`src/rtl/issue_unit_if.sv`:
```
// Instruction-queue to issue-unit handshake and decoded instruction fields.
interface issue_unit_if #(
    parameter int OT_W = 6
);
    logic            iq_valid;
    logic            iq_ready;
    logic [31:0]     iq_inst;
    logic [31:0]     iq_pc;
    logic [31:0]     iq_jumppc;
    logic [31:0]     iq_imm;
    logic [OT_W-1:0] iq_ordertype;
    logic [4:0]      iq_rs1;
    logic [4:0]      iq_rs2;
    logic [4:0]      iq_rd;
    logic            iq_use_rs1;
    logic            iq_use_rs2;
    logic            iq_wr_rd;
    logic            iq_is_mem;

    modport master (
        output iq_valid, iq_inst, iq_pc, iq_jumppc, iq_imm,
        output iq_ordertype, iq_rs1, iq_rs2, iq_rd,
        output iq_use_rs1, iq_use_rs2, iq_wr_rd, iq_is_mem,
        input  iq_ready
    );

    modport slave (
        input  iq_valid, iq_inst, iq_pc, iq_jumppc, iq_imm,
        input  iq_ordertype, iq_rs1, iq_rs2, iq_rd,
        input  iq_use_rs1, iq_use_rs2, iq_wr_rd, iq_is_mem,
        output iq_ready
    );
endinterface

```
`src/rtl/issue_unit.sv`:
```
// Issue stage: holds one instruction, renames operands, dispatches to RS/SLB
// and allocates the ROB slot; owns the register-status table.
module issue_unit #(
    parameter int ROB_W = 4,
    parameter int RS_W  = 5,
    parameter int OT_W  = 6
) (
    input  logic             clk,
    input  logic             rst,
    input  logic             rdy,
    input  logic             Clear_flag,
    issue_unit_if.slave      iq,
    output logic [4:0]       rf_raddr1,
    output logic [4:0]       rf_raddr2,
    input  logic [31:0]      rf_rdata1,
    input  logic [31:0]      rf_rdata2,
    input  logic             rob_full,
    input  logic [ROB_W-1:0] rob_tail,
    output logic             rob_alloc,
    output logic [ROB_W-1:0] rob_qtag1,
    output logic [ROB_W-1:0] rob_qtag2,
    input  logic             rob_qready1,
    input  logic             rob_qready2,
    input  logic [31:0]      rob_qvalue1,
    input  logic [31:0]      rob_qvalue2,
    input  logic             commit_valid,
    input  logic [4:0]       commit_rd,
    input  logic [ROB_W-1:0] commit_tag,
    input  logic [RS_W-1:0]  RS_unbusy_pos,
    input  logic             slb_full,
    output logic             insqueue_to_RS_needchange,
    output logic [RS_W-1:0]  r2,
    output logic             slb_we,
    output logic [31:0]      RS_s_vj_r2_,
    output logic [31:0]      RS_s_vk_r2_,
    output logic [31:0]      RS_s_qj_r2_,
    output logic [31:0]      RS_s_qk_r2_,
    output logic [31:0]      RS_s_inst_r2_,
    output logic [31:0]      RS_s_pc_r2_,
    output logic [31:0]      RS_s_jumppc_r2_,
    output logic [31:0]      RS_s_A_r2_,
    output logic [31:0]      RS_s_reorder_r2_,
    output logic [OT_W-1:0]  RS_s_ordertype_r2_,
    output logic             RS_s_busy_r2_,
    input  logic             RS_to_ROB_needchange,
    input  logic [ROB_W-1:0] b2,
    input  logic [31:0]      RS_to_SLB_value,
    input  logic             ROB_to_RS_needchange,
    input  logic [ROB_W-1:0] b3,
    input  logic [31:0]      ROB_to_RS_value_b3,
    input  logic             SLB_to_RS_needchange,
    input  logic [ROB_W-1:0] b4,
    input  logic [31:0]      SLB_to_RS_loadvalue
);
    typedef enum logic {EMPTY, HELD} state_t;

    state_t           r_state, w_next;
    logic [31:0]      r_inst, r_pc, r_jumppc, r_imm;
    logic [OT_W-1:0]  r_ot;
    logic [4:0]       r_rs1, r_rs2, r_rd;
    logic             r_use1, r_use2, r_wr, r_mem;
    logic [31:0]      r_busy;
    logic [ROB_W-1:0] r_tag [32];

    logic             w_held, w_fire, w_ready, w_slot_ok;
    logic [63:0]      w_op1, w_op2;

    function automatic logic [63:0] resolve(
        input logic             use_r,
        input logic [4:0]       rs,
        input logic [31:0]      rdata,
        input logic             bsy,
        input logic [ROB_W-1:0] t,
        input logic             qrdy,
        input logic [31:0]      qval
    );
        logic [31:0] tz;
        tz = {{(32-ROB_W){1'b0}}, t};
        if (!use_r || rs == 5'd0)                  return {32'd0, 32'hFFFF_FFFF};
        if (!bsy)                                  return {rdata, 32'hFFFF_FFFF};
        if (RS_to_ROB_needchange && b2 == t)       return {RS_to_SLB_value, 32'hFFFF_FFFF};
        if (ROB_to_RS_needchange && b3 == t)       return {ROB_to_RS_value_b3, 32'hFFFF_FFFF};
        if (SLB_to_RS_needchange && b4 == t)       return {SLB_to_RS_loadvalue, 32'hFFFF_FFFF};
        if (qrdy)                                  return {qval, 32'hFFFF_FFFF};
        return {32'd0, tz};
    endfunction

    assign w_held    = (r_state == HELD);
    assign w_slot_ok = r_mem ? !slb_full : (RS_unbusy_pos != {RS_W{1'b1}});
    assign w_fire    = w_held & rdy & !Clear_flag & !rob_full & w_slot_ok;
    assign w_ready   = rdy & !Clear_flag & (!w_held | w_fire);
    assign iq.iq_ready = w_ready;

    always_ff @(posedge clk) begin
        if (!rst) r_state <= EMPTY;
        else      r_state <= w_next;
    end

    always_comb begin
        w_next                    = r_state;
        rob_alloc                 = 1'b0;
        insqueue_to_RS_needchange = 1'b0;
        slb_we                    = 1'b0;
        if (rdy) begin
            if (Clear_flag)                      w_next = EMPTY;
            else if (iq.iq_valid && w_ready)     w_next = HELD;
            else if (w_fire)                     w_next = EMPTY;
        end
        if (w_fire) begin
            rob_alloc                 = 1'b1;
            insqueue_to_RS_needchange = !r_mem;
            slb_we                    = r_mem;
        end
    end

    always_ff @(posedge clk) begin
        if (rst && iq.iq_valid && w_ready) begin
            r_inst   <= iq.iq_inst;
            r_pc     <= iq.iq_pc;
            r_jumppc <= iq.iq_jumppc;
            r_imm    <= iq.iq_imm;
            r_ot     <= iq.iq_ordertype;
            r_rs1    <= iq.iq_rs1;
            r_rs2    <= iq.iq_rs2;
            r_rd     <= iq.iq_rd;
            r_use1   <= iq.iq_use_rs1;
            r_use2   <= iq.iq_use_rs2;
            r_wr     <= iq.iq_wr_rd;
            r_mem    <= iq.iq_is_mem;
        end
    end

    // Fire write comes after the commit clear so it wins on the same rd.
    always_ff @(posedge clk) begin
        if (!rst) begin
            r_busy <= '0;
            for (int i = 0; i < 32; i++) r_tag[i] <= '0;
        end else if (rdy) begin
            if (Clear_flag) begin
                r_busy <= '0;
            end else begin
                if (commit_valid && commit_rd != 5'd0 &&
                    r_busy[commit_rd] && r_tag[commit_rd] == commit_tag)
                    r_busy[commit_rd] <= 1'b0;
                if (w_fire && r_wr && r_rd != 5'd0) begin
                    r_busy[r_rd] <= 1'b1;
                    r_tag[r_rd]  <= rob_tail;
                end
            end
        end
    end

    assign rf_raddr1 = r_rs1;
    assign rf_raddr2 = r_rs2;
    assign rob_qtag1 = r_tag[r_rs1];
    assign rob_qtag2 = r_tag[r_rs2];

    assign w_op1 = resolve(r_use1, r_rs1, rf_rdata1, r_busy[r_rs1],
                           r_tag[r_rs1], rob_qready1, rob_qvalue1);
    assign w_op2 = resolve(r_use2, r_rs2, rf_rdata2, r_busy[r_rs2],
                           r_tag[r_rs2], rob_qready2, rob_qvalue2);

    assign RS_s_vj_r2_        = w_op1[63:32];
    assign RS_s_qj_r2_        = w_op1[31:0];
    assign RS_s_vk_r2_        = w_op2[63:32];
    assign RS_s_qk_r2_        = w_op2[31:0];
    assign RS_s_inst_r2_      = r_inst;
    assign RS_s_pc_r2_        = r_pc;
    assign RS_s_jumppc_r2_    = r_jumppc;
    assign RS_s_A_r2_         = r_imm;
    assign RS_s_reorder_r2_   = {{(32-ROB_W){1'b0}}, rob_tail};
    assign RS_s_ordertype_r2_ = r_ot;
    assign RS_s_busy_r2_      = w_fire;
    assign r2                 = RS_unbusy_pos;
endmodule

```
`src/flat_wrapper.sv`:
```
// flat-port wrapper written by rule: the top's interface ports become plain ports
module issue_unit_flat 
#(
    parameter int ROB_W = 4,
    parameter int RS_W  = 5,
    parameter int OT_W  = 6
)
  (clk, rst, rdy, Clear_flag, rf_raddr1, rf_raddr2, rf_rdata1, rf_rdata2, rob_full, rob_tail, rob_alloc, rob_qtag1, rob_qtag2, rob_qready1, rob_qready2, rob_qvalue1, rob_qvalue2, commit_valid, commit_rd, commit_tag, RS_unbusy_pos, slb_full, insqueue_to_RS_needchange, r2, slb_we, RS_s_vj_r2_, RS_s_vk_r2_, RS_s_qj_r2_, RS_s_qk_r2_, RS_s_inst_r2_, RS_s_pc_r2_, RS_s_jumppc_r2_, RS_s_A_r2_, RS_s_reorder_r2_, RS_s_ordertype_r2_, RS_s_busy_r2_, RS_to_ROB_needchange, b2, RS_to_SLB_value, ROB_to_RS_needchange, b3, ROB_to_RS_value_b3, SLB_to_RS_needchange, b4, SLB_to_RS_loadvalue, iq_iq_valid, iq_iq_inst, iq_iq_pc, iq_iq_jumppc, iq_iq_imm, iq_iq_ordertype, iq_iq_rs1, iq_iq_rs2, iq_iq_rd, iq_iq_use_rs1, iq_iq_use_rs2, iq_iq_wr_rd, iq_iq_is_mem, iq_iq_ready);
  issue_unit_if #(.OT_W(OT_W)) iq_i ();
  input  logic clk;
  input  logic rst;
  input  logic rdy;
  input  logic Clear_flag;
  output logic [4:0] rf_raddr1;
  output logic [4:0] rf_raddr2;
  input  logic [31:0] rf_rdata1;
  input  logic [31:0] rf_rdata2;
  input  logic rob_full;
  input  logic [ROB_W-1:0] rob_tail;
  output logic rob_alloc;
  output logic [ROB_W-1:0] rob_qtag1;
  output logic [ROB_W-1:0] rob_qtag2;
  input  logic rob_qready1;
  input  logic rob_qready2;
  input  logic [31:0] rob_qvalue1;
  input  logic [31:0] rob_qvalue2;
  input  logic commit_valid;
  input  logic [4:0] commit_rd;
  input  logic [ROB_W-1:0] commit_tag;
  input  logic [RS_W-1:0] RS_unbusy_pos;
  input  logic slb_full;
  output logic insqueue_to_RS_needchange;
  output logic [RS_W-1:0] r2;
  output logic slb_we;
  output logic [31:0] RS_s_vj_r2_;
  output logic [31:0] RS_s_vk_r2_;
  output logic [31:0] RS_s_qj_r2_;
  output logic [31:0] RS_s_qk_r2_;
  output logic [31:0] RS_s_inst_r2_;
  output logic [31:0] RS_s_pc_r2_;
  output logic [31:0] RS_s_jumppc_r2_;
  output logic [31:0] RS_s_A_r2_;
  output logic [31:0] RS_s_reorder_r2_;
  output logic [OT_W-1:0] RS_s_ordertype_r2_;
  output logic RS_s_busy_r2_;
  input  logic RS_to_ROB_needchange;
  input  logic [ROB_W-1:0] b2;
  input  logic [31:0] RS_to_SLB_value;
  input  logic ROB_to_RS_needchange;
  input  logic [ROB_W-1:0] b3;
  input  logic [31:0] ROB_to_RS_value_b3;
  input  logic SLB_to_RS_needchange;
  input  logic [ROB_W-1:0] b4;
  input  logic [31:0] SLB_to_RS_loadvalue;
  input wire logic [$bits(iq_i.iq_valid)-1:0] iq_iq_valid;
  input wire logic [$bits(iq_i.iq_inst)-1:0] iq_iq_inst;
  input wire logic [$bits(iq_i.iq_pc)-1:0] iq_iq_pc;
  input wire logic [$bits(iq_i.iq_jumppc)-1:0] iq_iq_jumppc;
  input wire logic [$bits(iq_i.iq_imm)-1:0] iq_iq_imm;
  input wire logic [$bits(iq_i.iq_ordertype)-1:0] iq_iq_ordertype;
  input wire logic [$bits(iq_i.iq_rs1)-1:0] iq_iq_rs1;
  input wire logic [$bits(iq_i.iq_rs2)-1:0] iq_iq_rs2;
  input wire logic [$bits(iq_i.iq_rd)-1:0] iq_iq_rd;
  input wire logic [$bits(iq_i.iq_use_rs1)-1:0] iq_iq_use_rs1;
  input wire logic [$bits(iq_i.iq_use_rs2)-1:0] iq_iq_use_rs2;
  input wire logic [$bits(iq_i.iq_wr_rd)-1:0] iq_iq_wr_rd;
  input wire logic [$bits(iq_i.iq_is_mem)-1:0] iq_iq_is_mem;
  output wire logic [$bits(iq_i.iq_ready)-1:0] iq_iq_ready;
  assign iq_i.iq_valid = iq_iq_valid;
  assign iq_i.iq_inst = iq_iq_inst;
  assign iq_i.iq_pc = iq_iq_pc;
  assign iq_i.iq_jumppc = iq_iq_jumppc;
  assign iq_i.iq_imm = iq_iq_imm;
  assign iq_i.iq_ordertype = iq_iq_ordertype;
  assign iq_i.iq_rs1 = iq_iq_rs1;
  assign iq_i.iq_rs2 = iq_iq_rs2;
  assign iq_i.iq_rd = iq_iq_rd;
  assign iq_i.iq_use_rs1 = iq_iq_use_rs1;
  assign iq_i.iq_use_rs2 = iq_iq_use_rs2;
  assign iq_i.iq_wr_rd = iq_iq_wr_rd;
  assign iq_i.iq_is_mem = iq_iq_is_mem;
  assign iq_iq_ready = iq_i.iq_ready;
  issue_unit #(.ROB_W(ROB_W), .RS_W(RS_W), .OT_W(OT_W)) u_core (.clk(clk), .rst(rst), .rdy(rdy), .Clear_flag(Clear_flag), .iq(iq_i), .rf_raddr1(rf_raddr1), .rf_raddr2(rf_raddr2), .rf_rdata1(rf_rdata1), .rf_rdata2(rf_rdata2), .rob_full(rob_full), .rob_tail(rob_tail), .rob_alloc(rob_alloc), .rob_qtag1(rob_qtag1), .rob_qtag2(rob_qtag2), .rob_qready1(rob_qready1), .rob_qready2(rob_qready2), .rob_qvalue1(rob_qvalue1), .rob_qvalue2(rob_qvalue2), .commit_valid(commit_valid), .commit_rd(commit_rd), .commit_tag(commit_tag), .RS_unbusy_pos(RS_unbusy_pos), .slb_full(slb_full), .insqueue_to_RS_needchange(insqueue_to_RS_needchange), .r2(r2), .slb_we(slb_we), .RS_s_vj_r2_(RS_s_vj_r2_), .RS_s_vk_r2_(RS_s_vk_r2_), .RS_s_qj_r2_(RS_s_qj_r2_), .RS_s_qk_r2_(RS_s_qk_r2_), .RS_s_inst_r2_(RS_s_inst_r2_), .RS_s_pc_r2_(RS_s_pc_r2_), .RS_s_jumppc_r2_(RS_s_jumppc_r2_), .RS_s_A_r2_(RS_s_A_r2_), .RS_s_reorder_r2_(RS_s_reorder_r2_), .RS_s_ordertype_r2_(RS_s_ordertype_r2_), .RS_s_busy_r2_(RS_s_busy_r2_), .RS_to_ROB_needchange(RS_to_ROB_needchange), .b2(b2), .RS_to_SLB_value(RS_to_SLB_value), .ROB_to_RS_needchange(ROB_to_RS_needchange), .b3(b3), .ROB_to_RS_value_b3(ROB_to_RS_value_b3), .SLB_to_RS_needchange(SLB_to_RS_needchange), .b4(b4), .SLB_to_RS_loadvalue(SLB_to_RS_loadvalue));
endmodule
```
`config.mk`:
```
export PLATFORM = sky130hd
export DESIGN_NAME = issue_unit_flat
export DESIGN_NICKNAME = d
export VERILOG_FILES = /design/src/rtl/issue_unit_if.sv /design/src/rtl/issue_unit.sv /design/src/flat_wrapper.sv
export SDC_FILE = /design/constraint.sdc
export NUM_CORES = 1
export LEC_CHECK = 0
export CORE_AREA = 4 4 285 287
export CTS_CLUSTER_DIAMETER = 150
export DETAILED_ROUTE_END_ITERATION = 6
export DIE_AREA = 0 0 289 291
export SETUP_SLACK_MARGIN = 0.3
export SLEW_MARGIN = 20
export SYNTH_ARGS = -nofsm -noshare
export SYNTH_HDL_FRONTEND = slang
export SYNTH_SLANG_ARGS = --single-unit
export TNS_END_PERCENT = 50
```
`constraint.sdc`:
```
create_clock -name clk -period 10.9 [get_ports clk]
set_input_delay 2.18 -clock clk [delete_from_list [all_inputs] [get_ports clk]]
set_output_delay 2.18 -clock clk [all_outputs]
set_load 0.02 [all_outputs]
```
==> impl_metrics.json, run 1 <==
{
  "maxCapViolations": 0,
  "cp_top_family": "buffers and inverters",
  "hold_path.class": "reg2reg",
  "insertion_delay_ns": 0.58,
  "slowest_stage": "clkdlybuf4s50_1",
  "cts_num_sinks": 324,
  "p_clk_share_pct": 36.8,
  "drtPass1Iterations": 5,
  "synthCells": 1618,
  "cts_made_buffers": 31,
  "ios": 742,
  "track_usage_pct": 20.50,
  "min_path_cells": 2,
  "drc_errors": 0,
  "p_comb_share_pct": 17.7,
  "grt_max_degree": 77,
  "reg2reg_slack_ns": 7.36,
  "path_max_fanout": 44,
  "synth-seq-cells": 324,
  "fin_tns_setup_ns": 0,
  "die_height_um": 291,
  "wl_per_cell_um": 27.83,
  "status": "completed",
  "initial_core_util_pct": 24.75,
  "hold_viol": 0,
  "avgSynthCellArea_sq_um": 12.02,
  "place_ws_ns": 2.851,
  "ir_drop_uv": 149.0,
  "portBuffers": 713,
  "r2r-start": "u_core.r_tag[7][3]",
  "crit_type": "reg2out",
  "synth_area_sq_um": 19460,
  "design_area_sq_um": 28200,
  "area_delta_synth_final_pct": 44.93,
  "grt_pass1_vias": 17960,
  "gp_congestion": 0.9273,
  "clkTransAtPathRegs_ns": 0.07,
  "seq_power_share_pct": 45.5,
  "drt-initial-drc-count": 1574,
  "skew_ns": 0.01115,
  "startpoint_type": "flop",
  "root_buffer": "clkbuf_16",
  "finalWorstPathRequiredPeriod_ns": 8.511,
  "hold_buffers": 0,
  "synth_cell_types": 65,
  "num_rows": 103,
  "swShare_pct": 25.71,
  "dpl.hpwl_um": 72060,
  "async_flop_share_pct": 0,
  "timing.final.crit_share_pct": 78.08,
  "routed_wirelength_um": 91390,
  "synth_top_cells_by_count": "edfxtp_1, clkbuf_1, and3_1",
  "leakage_nw": 9.940,
  "worst-r2r-cell-count": 8,
  "max_slew_margin_pct": 27.30,
  "regToRegEndpoint": "u_core.r_busy[7]",
  "postCtsSetupBuffers": 0,
  "worst_pin_slew_ns": 1.087,
  "die_area_sq_um": 84100,
  "synth_seq_area_share_pct": 47.79,
  "grt_overflow": 0,
  "via_per_inst": 5.239,
  "core_sq_um": 78610,
  "ctsLongestPathBuffers": 3,
  "synth_flop_cell": "edfxtp_1",
  "fin_ws_ns": 2.389,
  "internal_power_mw": 2.287,
  "crit_buf_inv": 3,
  "place_area_sq_um": 27120,
  "critPathArrivalTime_ns": 6.33,
  "synth_edf_count": 281,
  "antenna_found_initial": 19,
  "tritoncts": "built",
  "synth.most_common_cell": "edfxtp_1",
  "yosys.area.top_type": "edfxtp_1",
  "synth_top_area_share_pct": 43.37,
  "worstPathCellList": "buf_4 > mux4_2 > mux4_2 > mux2i_4 > xor2_1 > nand4_1 > o21ai_4 > buf_4 > nand3b_1 > clkdlybuf4s50_1",
  "max_freq_mhz": 117.5,
  "required_ns": 8.72,
  "grt_pass1_wl_um": 128000,
  "vias": 17210,
  "final_layout_size_suffix_gt1_share_pct": 11.34,
  "critPathCaptureType": "primary output",
  "setup_violations": 0,
  "ctsResizeCount": 0,
  "p_switching_mw": 0.7915,
  "final_nets": 2620,
  "critical-path-max-stage-delay_ns": 0.75,
  "hold_path_end": "u_core.r_busy[20]",
  "drv_slew": 0,
  "holdCritStartpoint": "u_core.r_busy[20]",
  "cts.htree.levels": 1,
  "synth_area_leaders": "edfxtp_1, mux4_2, dfxtp_1",
  "die_w_um": 289,
  "power.density_nw_per_um2": 109.2,
  "yosysWarnings": 0,
  "ant_nets": 0,
  "rsz0062_at_grt": "false"
}
through the flow:
step | total power, mW | std cells | utilization, % | hold WS, ns
5_1_grt | 3.184 | 3284 | 35.87 | 0.5265
4_1_cts | 3.103 | 3273 | 35.83 | 0.4956
3_3_place_gp | 1.969 | 3217 | 34.49 | 0.4779
2_1_floorplan | 1.661 | 1649 | - | 0.4292
6_report | 3.078 | 3284 | 35.87 | 0.5003
3_5_place_dp | 1.973 | 3217 | 34.49 | 0.4851
worst max-delay path by stage:
stage | from | endpoint | depth (start not counted)
after floorplan | rdy | flop | 7
after CTS | flop | RS_s_vj_r2_[23] | 11
final | flop | RS_s_qk_r2_[4] | 10
after detailed placement | b4[2] | RS_s_vj_r2_[23] | 9
after global placement | b4[2] | RS_s_vj_r2_[23] | 9
after global routing | flop | RS_s_qk_r2_[13] | 10
power by group through the flow:
stage	clock [mW]	combinational, mW	sequential (mW)
floorplan	0	0.232	1.43
global placement	0	0.543	1.43
detailed placement	0	0.545	1.43
CTS	1.15	0.548	1.40
global route	1.21	0.574	1.40
finish	1.13	0.545	1.40
cell type report:
type / count / area (sq um)
Antenna cell: 11 / 27.53
Clock buffer: 34 / 787.0
Clock inverter: 22 / 260.3
Fill cell: 7714 / 50410
Inverter: 16 / 60.06
Multi-Input combinational cell: 1069 / 8987
Sequential cell: 324 / 9303
Tap cell: 1050 / 1314
Timing Repair Buffer: 758 / 7460
per-layer routing:
layer / vias up / global-route usage [%] / wire length, um
li1: 7474 / - / -
met1: 8377 / 21.95 / 30840
met2: 1135 / 38.24 / 47990
met3: 218 / 4.393 / 7962
met4: 2 / 9.224 / 4582
met5: - / 0 / 18
sequential cells by signal, indices dropped and copies added (netlist names), 6 cells and up, named ones only:
| name | flops |
|---|---|
| u_core.RS_s_jumppc_r2_ | 32 |
| u_core.RS_s_ordertype_r2_ | 6 |
| u_core.r_busy | 32 |
| u_core.RS_s_A_r2_ | 32 |
| u_core.RS_s_pc_r2_ | 32 |
| u_core.r_tag | 128 |
| u_core.RS_s_inst_r2_ | 32 |
cells by family (layout without fill, tap and decap cells):
group	Yosys count	after routing	share of synthesized area [%]
other	1	43	0.01927
and+or+nand+nor	475	475	14.05
muxes	208	208	17.14
DFF	324	324	47.79
AOI/OAI and AO/OA	332	332	12.69
buffers and inverters	256	830	7.280
xor gates and xnor gates	22	22	1.029
layout by cell type, fill, tap and decap left out, drive strengths merged, types with 34 or more instances in the layout:
cell type	instances
nand3	37
edfxtp	281
mux4	96
nor2	71
mux2i	84
clkbuf	34
a22oi	76
a32oi	52
o31ai	38
nand2	81
and3	97
o21ai	35
and2	67
dfxtp	43
clkdlybuf4s50	710
buf	48
o211ai	45
worst reg2reg max path, delay by kind of cell (launching register included):
family	cells	cell delay (ns)
multiplexers	1	0.54
XOR/XNOR	1	0.24
AO/OA/AOI/OAI	3	0.73
AND/OR/NAND/NOR	3	1.46
flip-flops	1	0.45
Power figures use the tool's default switching activity.
==> inputs of run 2 (changes only) <==
Clock period 10.9 ns to 8.55 ns, I/O delays scaled along.
==> run 2 against run 1 <==
Sequential share of layout area shrank 0.18 points. Combinational power increased by 26%. Non-clock buffer count grew 1. Register-to-register slack got worse by 2.5 ns. Critical path depth did not move. Flip-flop and latch count stayed put. Via count rose by 1.8%. Final cell count is 0.40% higher. Largest cell class unchanged. Cell area grew 0.55%. Clock-buffer cell count grew 5. Wire length is 4.4% higher. Core utilization up 0.20 points.
==> impl_metrics.json, run 2 (same netlist as run 1, synthesis figures left out) <==
{
  "multi_input_area_sq_um": 8990,
  "leakage_nw": 10.01,
  "final_nets": 2625,
  "ant_nets": 0,
  "grt_pass1_vias": 17750,
  "finalWorstPathRequiredPeriod_ns": 7.647,
  "max_slew_margin_pct": 19.09,
  "cts_made_buffers": 35,
  "n_fill_cell": 7667,
  "crit_buf_inv": 3,
  "cts_num_sinks": 324,
  "hold_buffers": 0,
  "worstPathCellList": "buf_4 > mux2_1 > mux4_2 > o2111ai_2 > buf_4 > xor2_1 > nand4_1 > o21ai_4 > nand3b_1 > clkdlybuf4s50_1",
  "skew_ns": 0.04447,
  "num_rows": 103,
  "crit_type": "reg2out",
  "min_path_cells": 2,
  "path_max_fanout": 33,
  "critical-path-max-stage-delay_ns": 0.95,
  "track_usage_pct": 21.35,
  "final_layout_size_suffix_gt1_share_pct": 11.56,
  "final_common_cell": "clkdlybuf4s50_1",
  "worst_pin_slew_ns": 1.211,
  "largest_reg_flops": 128,
  "area_delta_synth_final_pct": 45.73,
  "initial_core_util_pct": 24.75,
  "dpl.hpwl_um": 75900,
  "critPathCaptureType": "primary output",
  "hold_path.class": "reg2reg",
  "fin_tns_setup_ns": 0,
  "r2r-start": "u_core.r_tag[20][1]",
  "path_depth": 10,
  "max_freq_mhz": 130.8,
  "crit_top_cell": "buf_4",
  "die_height_um": 291,
  "place_area_sq_um": 27140,
  "power.density_nw_per_um2": 143.4,
  "slowest_stage": "dfxtp_1",
  "clkTransAtPathRegs_ns": 0.06,
  "hold_path_end": "u_core.r_busy[11]",
  "ios": 742,
  "power_mw": 4.067,
  "via_per_inst": 5.311,
  "layout_common_cells": "clkdlybuf4s50_1, edfxtp_1, and3_1, mux4_2, mux2i_1",
  "ctsLongestPathBuffers": 3,
  "portBuffers": 713,
  "drv_slew": 0,
  "routed_wirelength_um": 95460,
  "rsz0062_at_grt": "false",
  "hold_viol": 0,
  "insertion_delay_ns": 0.54,
  "tritoncts": "built",
  "design_area_sq_um": 28350,
  "regToRegEndpoint": "u_core.r_busy[1]",
  "grt_overflow": 0,
  "worst-r2r-cell-count": 8,
  "cts.htree.levels": 2,
  "cp_top_family": "buffers and inverters",
  "grt_max_degree": 111,
  "die_area_sq_um": 84100,
  "wl_per_cell_um": 28.95,
  "regMostFlops": "u_core.r_tag",
  "drtPass1Iterations": 6,
  "core_sq_um": 78610,
  "ctsResizeCount": 0,
  "reg2reg_slack_ns": 4.84,
  "ir_drop_uv": 170.2,
  "critPathArrivalTime_ns": 5.94,
  "drc_errors": 0,
  "timing.final.crit_share_pct": 89.44,
  "regArea_sq_um": 9301,
  "root_buffer": "clkbuf_16",
  "holdCritStartpoint": "u_core.r_busy[11]",
  "vias": 17510,
  "grt_pass1_wl_um": 131700,
  "antenna_found_initial": 33,
  "startpoint_type": "flop",
  "maxCapViolations": 0,
  "required_ns": 6.84,
  "status": "completed",
  "drt-initial-drc-count": 1461,
  "postCtsSetupBuffers": 0,
  "die_w_um": 289,
  "setup_violations": 0,
  "gp_congestion": 0.9646
}
-- run 2: worst max path at each step --
stage | start | slack [ns] | end
floorplan | rdy | 0.59 | flop
global placement | b3[0] | 1.49 | RS_s_qk_r2_[28]
detailed placement | flop | 1.40 | RS_s_qk_r2_[27]
CTS | flop | 0.85 | RS_s_qk_r2_[27]
finish | flop | 0.90 | RS_s_qk_r2_[23]
global route | flop | 0.57 | RS_s_qk_r2_[27]
-- run 2: report_power, final --
group | internal (mW) | switching, mW
Combinational | 0.343 | 0.344
Clock | 0.915 | 0.667
Sequential | 1.75 | 0.0427
-- run 2: worst register-to-register path, delay by kind of cell (launching register included) --
family	cells	cell delay, ns
xor+xnor	1	0.27
mux	1	0.49
flops	1	0.51
compound gates	3	0.77
simple gates	3	1.58
-- run 2: metrics by stage --
step | cells | hold slack, ns | utilization (%) | setup WS, ns
floorplan | 1649 | 0.4292 | - | 0.5908
global placement | 3218 | 0.4861 | 34.52 | 1.490
detailed placement | 3218 | 0.4968 | 34.52 | 1.400
CTS | 3281 | 0.5070 | 36.02 | 0.8458
global route | 3296 | 0.5231 | 36.06 | 0.5669
finish | 3297 | 0.5051 | 36.07 | 0.9031
-- run 2: final cells by class --
| class | count | area share [%] |
|---|---|---|
| well taps | 1050 | 4.634 |
| repair buffers | 759 | 26.34 |
| multi-input cells | 1069 | 31.71 |
| inverters | 16 | 0.2118 |
| flip-flops and latches | 324 | 32.81 |
| clock inverters | 24 | 1.015 |
| diodes | 16 | 0.1412 |
| clock buffers | 39 | 3.142 |
-- run 2: layer usage --
layer,up-vias,part of all wire [%],global-route usage (%)
li1,7490,-,-
met1,8675,35,23.91
met2,1146,51,38.83
met3,189,9.8,5.717
met4,10,3.8,7.365
met5,-,0.064,0
==> inputs of run 3 (changes only) <==
Settings changed: CTS_BUF_LIST from default to sky130_fd_sc_hd__clkbuf_4 sky130_fd_sc_hd__clkbuf_8 sky130_fd_sc_hd__clkbuf_16.
==> run 3 against run 2 <==
Final cell count barely moved. Largest power group unchanged. Setup slack got worse by 0.055 ns. Largest cell class unchanged. Wire length barely moved. Die area did not move. Clock-buffer cell count did not move. Highest routed layer unchanged.
==> impl_metrics.json, run 3 (same netlist as run 1, synthesis figures left out) <==
{
  "postCtsSetupBuffers": 0,
  "grt_max_degree": 111,
  "fin_tns_setup_ns": 0,
  "final_common_cell": "clkdlybuf4s50_1",
  "finalWorstPathRequiredPeriod_ns": 7.702,
  "stdcell_count": 3298,
  "dpl.hpwl_um": 75900,
  "crit_buf_inv": 3,
  "hold_buffers": 0,
  "vias": 17510,
  "cts_made_buffers": 35,
  "leakage_nw": 10.03,
  "routed_wirelength_um": 95460,
  "worst_pin_slew_ns": 1.283,
  "hold_path.class": "reg2reg",
  "critPathCaptureType": "primary output",
  "power_mw": 4.079,
  "fin_ws_ns": 0.8485,
  "max_freq_mhz": 129.8,
  "grt_overflow": 0,
  "gp_congestion": 0.9646,
  "holdCritStartpoint": "u_core.r_busy[11]",
  "final_layout_size_suffix_gt1_share_pct": 11.74,
  "r2r-start": "u_core.r_tag[20][1]",
  "grt_pass1_wl_um": 131700,
  "power.density_nw_per_um2": 143.8,
  "drt-initial-drc-count": 1422,
  "die_area_sq_um": 84100,
  "num_rows": 103,
  "rsz0062_at_grt": "false",
  "required_ns": 6.84,
  "area_delta_synth_final_pct": 45.82,
  "ios": 742,
  "post-place-cells": 3218,
  "startpoint_type": "flop",
  "final_nets": 2625,
  "critical-path-max-stage-delay_ns": 0.96,
  "die_w_um": 289,
  "drtPass1Iterations": 5,
  "portBuffers": 713,
  "utilization_pct": 36.09,
  "initial_core_util_pct": 24.75,
  "ctsResizeCount": 0,
  "skew_ns": 0.04217,
  "wl_per_cell_um": 28.94,
  "insertion_delay_ns": 0.55,
  "die_height_um": 291,
  "place_area_sq_um": 27140,
  "worstPathCellList": "buf_4 > mux2_1 > mux4_2 > o2111ai_2 > buf_4 > xor2_1 > nand4_1 > o21ai_4 > nand3b_1 > clkdlybuf4s50_1",
  "grt_pass1_vias": 17750,
  "clkTransAtPathRegs_ns": 0.06,
  "place_ws_ns": 1.400,
  "cts_num_sinks": 324,
  "crit_type": "reg2out",
  "maxCapViolations": 0,
  "crit_top_cell": "buf_4",
  "track_usage_pct": 21.35,
  "design_area_sq_um": 28370,
  "hold_viol": 0,
  "via_per_inst": 5.310,
  "critPathArrivalTime_ns": 5.99,
  "cts.htree.levels": 2,
  "drv_slew": 0,
  "layout_common_cells": "clkdlybuf4s50_1, edfxtp_1, and3_1, mux4_2, mux2i_1",
  "core_sq_um": 78610,
  "n_fill_cell": 7663,
  "timing.final.crit_share_pct": 90.08,
  "antenna_found_initial": 33,
  "drc_errors": 0,
  "status": "completed",
  "hold-worst-slack_ns": 0.5047,
  "cp_top_family": "buffers and inverters",
  "largest_reg_flops": 128,
  "setup_violations": 0,
  "max_slew_margin_pct": 14.28,
  "slowest_stage": "dfxtp_1",
  "tritoncts": "built",
  "regMostFlops": "u_core.r_tag",
  "ctsLongestPathBuffers": 3,
  "ir_drop_uv": 170.1,
  "root_buffer": "clkbuf_16",
  "ant_nets": 0,
  "path_max_fanout": 33
}
-- run 3: per-layer routing --
metal	track usage (%)	vias up	wire, um
li1	-	7494	-
met1	23.92	8690	33380
met2	38.80	1138	48990
met3	5.756	182	9432
met4	7.341	10	3602
met5	0	-	61
-- run 3: worst register-to-register path: stages (launching register included) --
cell	delay [ns]
edfxtp_1	0.52
mux4_2	0.50
a22oi_1	0.26
nand4_1	0.40
xor2_1	0.27
nor3_1	0.54
nand4b_1	0.61
o211ai_1	0.38
o31ai_1	0.11
-- run 3: where the power goes --
group          total, mW  switching (mW)  internal (mW)  leakage [nW]
sequential          1.80          0.0430           1.75          3.06
clock               1.59           0.667          0.928         0.588
combinational      0.687           0.344          0.343          6.38
total               4.08            1.05           3.03          10.0
-- run 3: final timing paths --
| path | end | slack, ns | cells past startpoint |
|---|---|---|---|
| setup / recovery | RS_s_qk_r2_[23] | 0.85 | 10 |
| hold reg to reg | u_core.r_busy[11] | 0.50 | 2 |
| hold / removal | u_core.r_busy[11] | 0.50 | 2 |
| setup reg to reg | u_core.r_busy[1] | 4.86 | 8 |
-- run 3: layout make-up --
class | count | area, sq um | area share (%)
multi-input combinational | 1069 | 8990 | 31.69
inverter | 16 | 60.06 | 0.2117
clock inverter | 24 | 287.8 | 1.014
clock buffer | 39 | 905.9 | 3.193
sequential | 324 | 9301 | 32.78
tap | 1050 | 1314 | 4.631
timing repair buffer | 759 | 7470 | 26.33
antenna | 17 | 42.54 | 0.1499
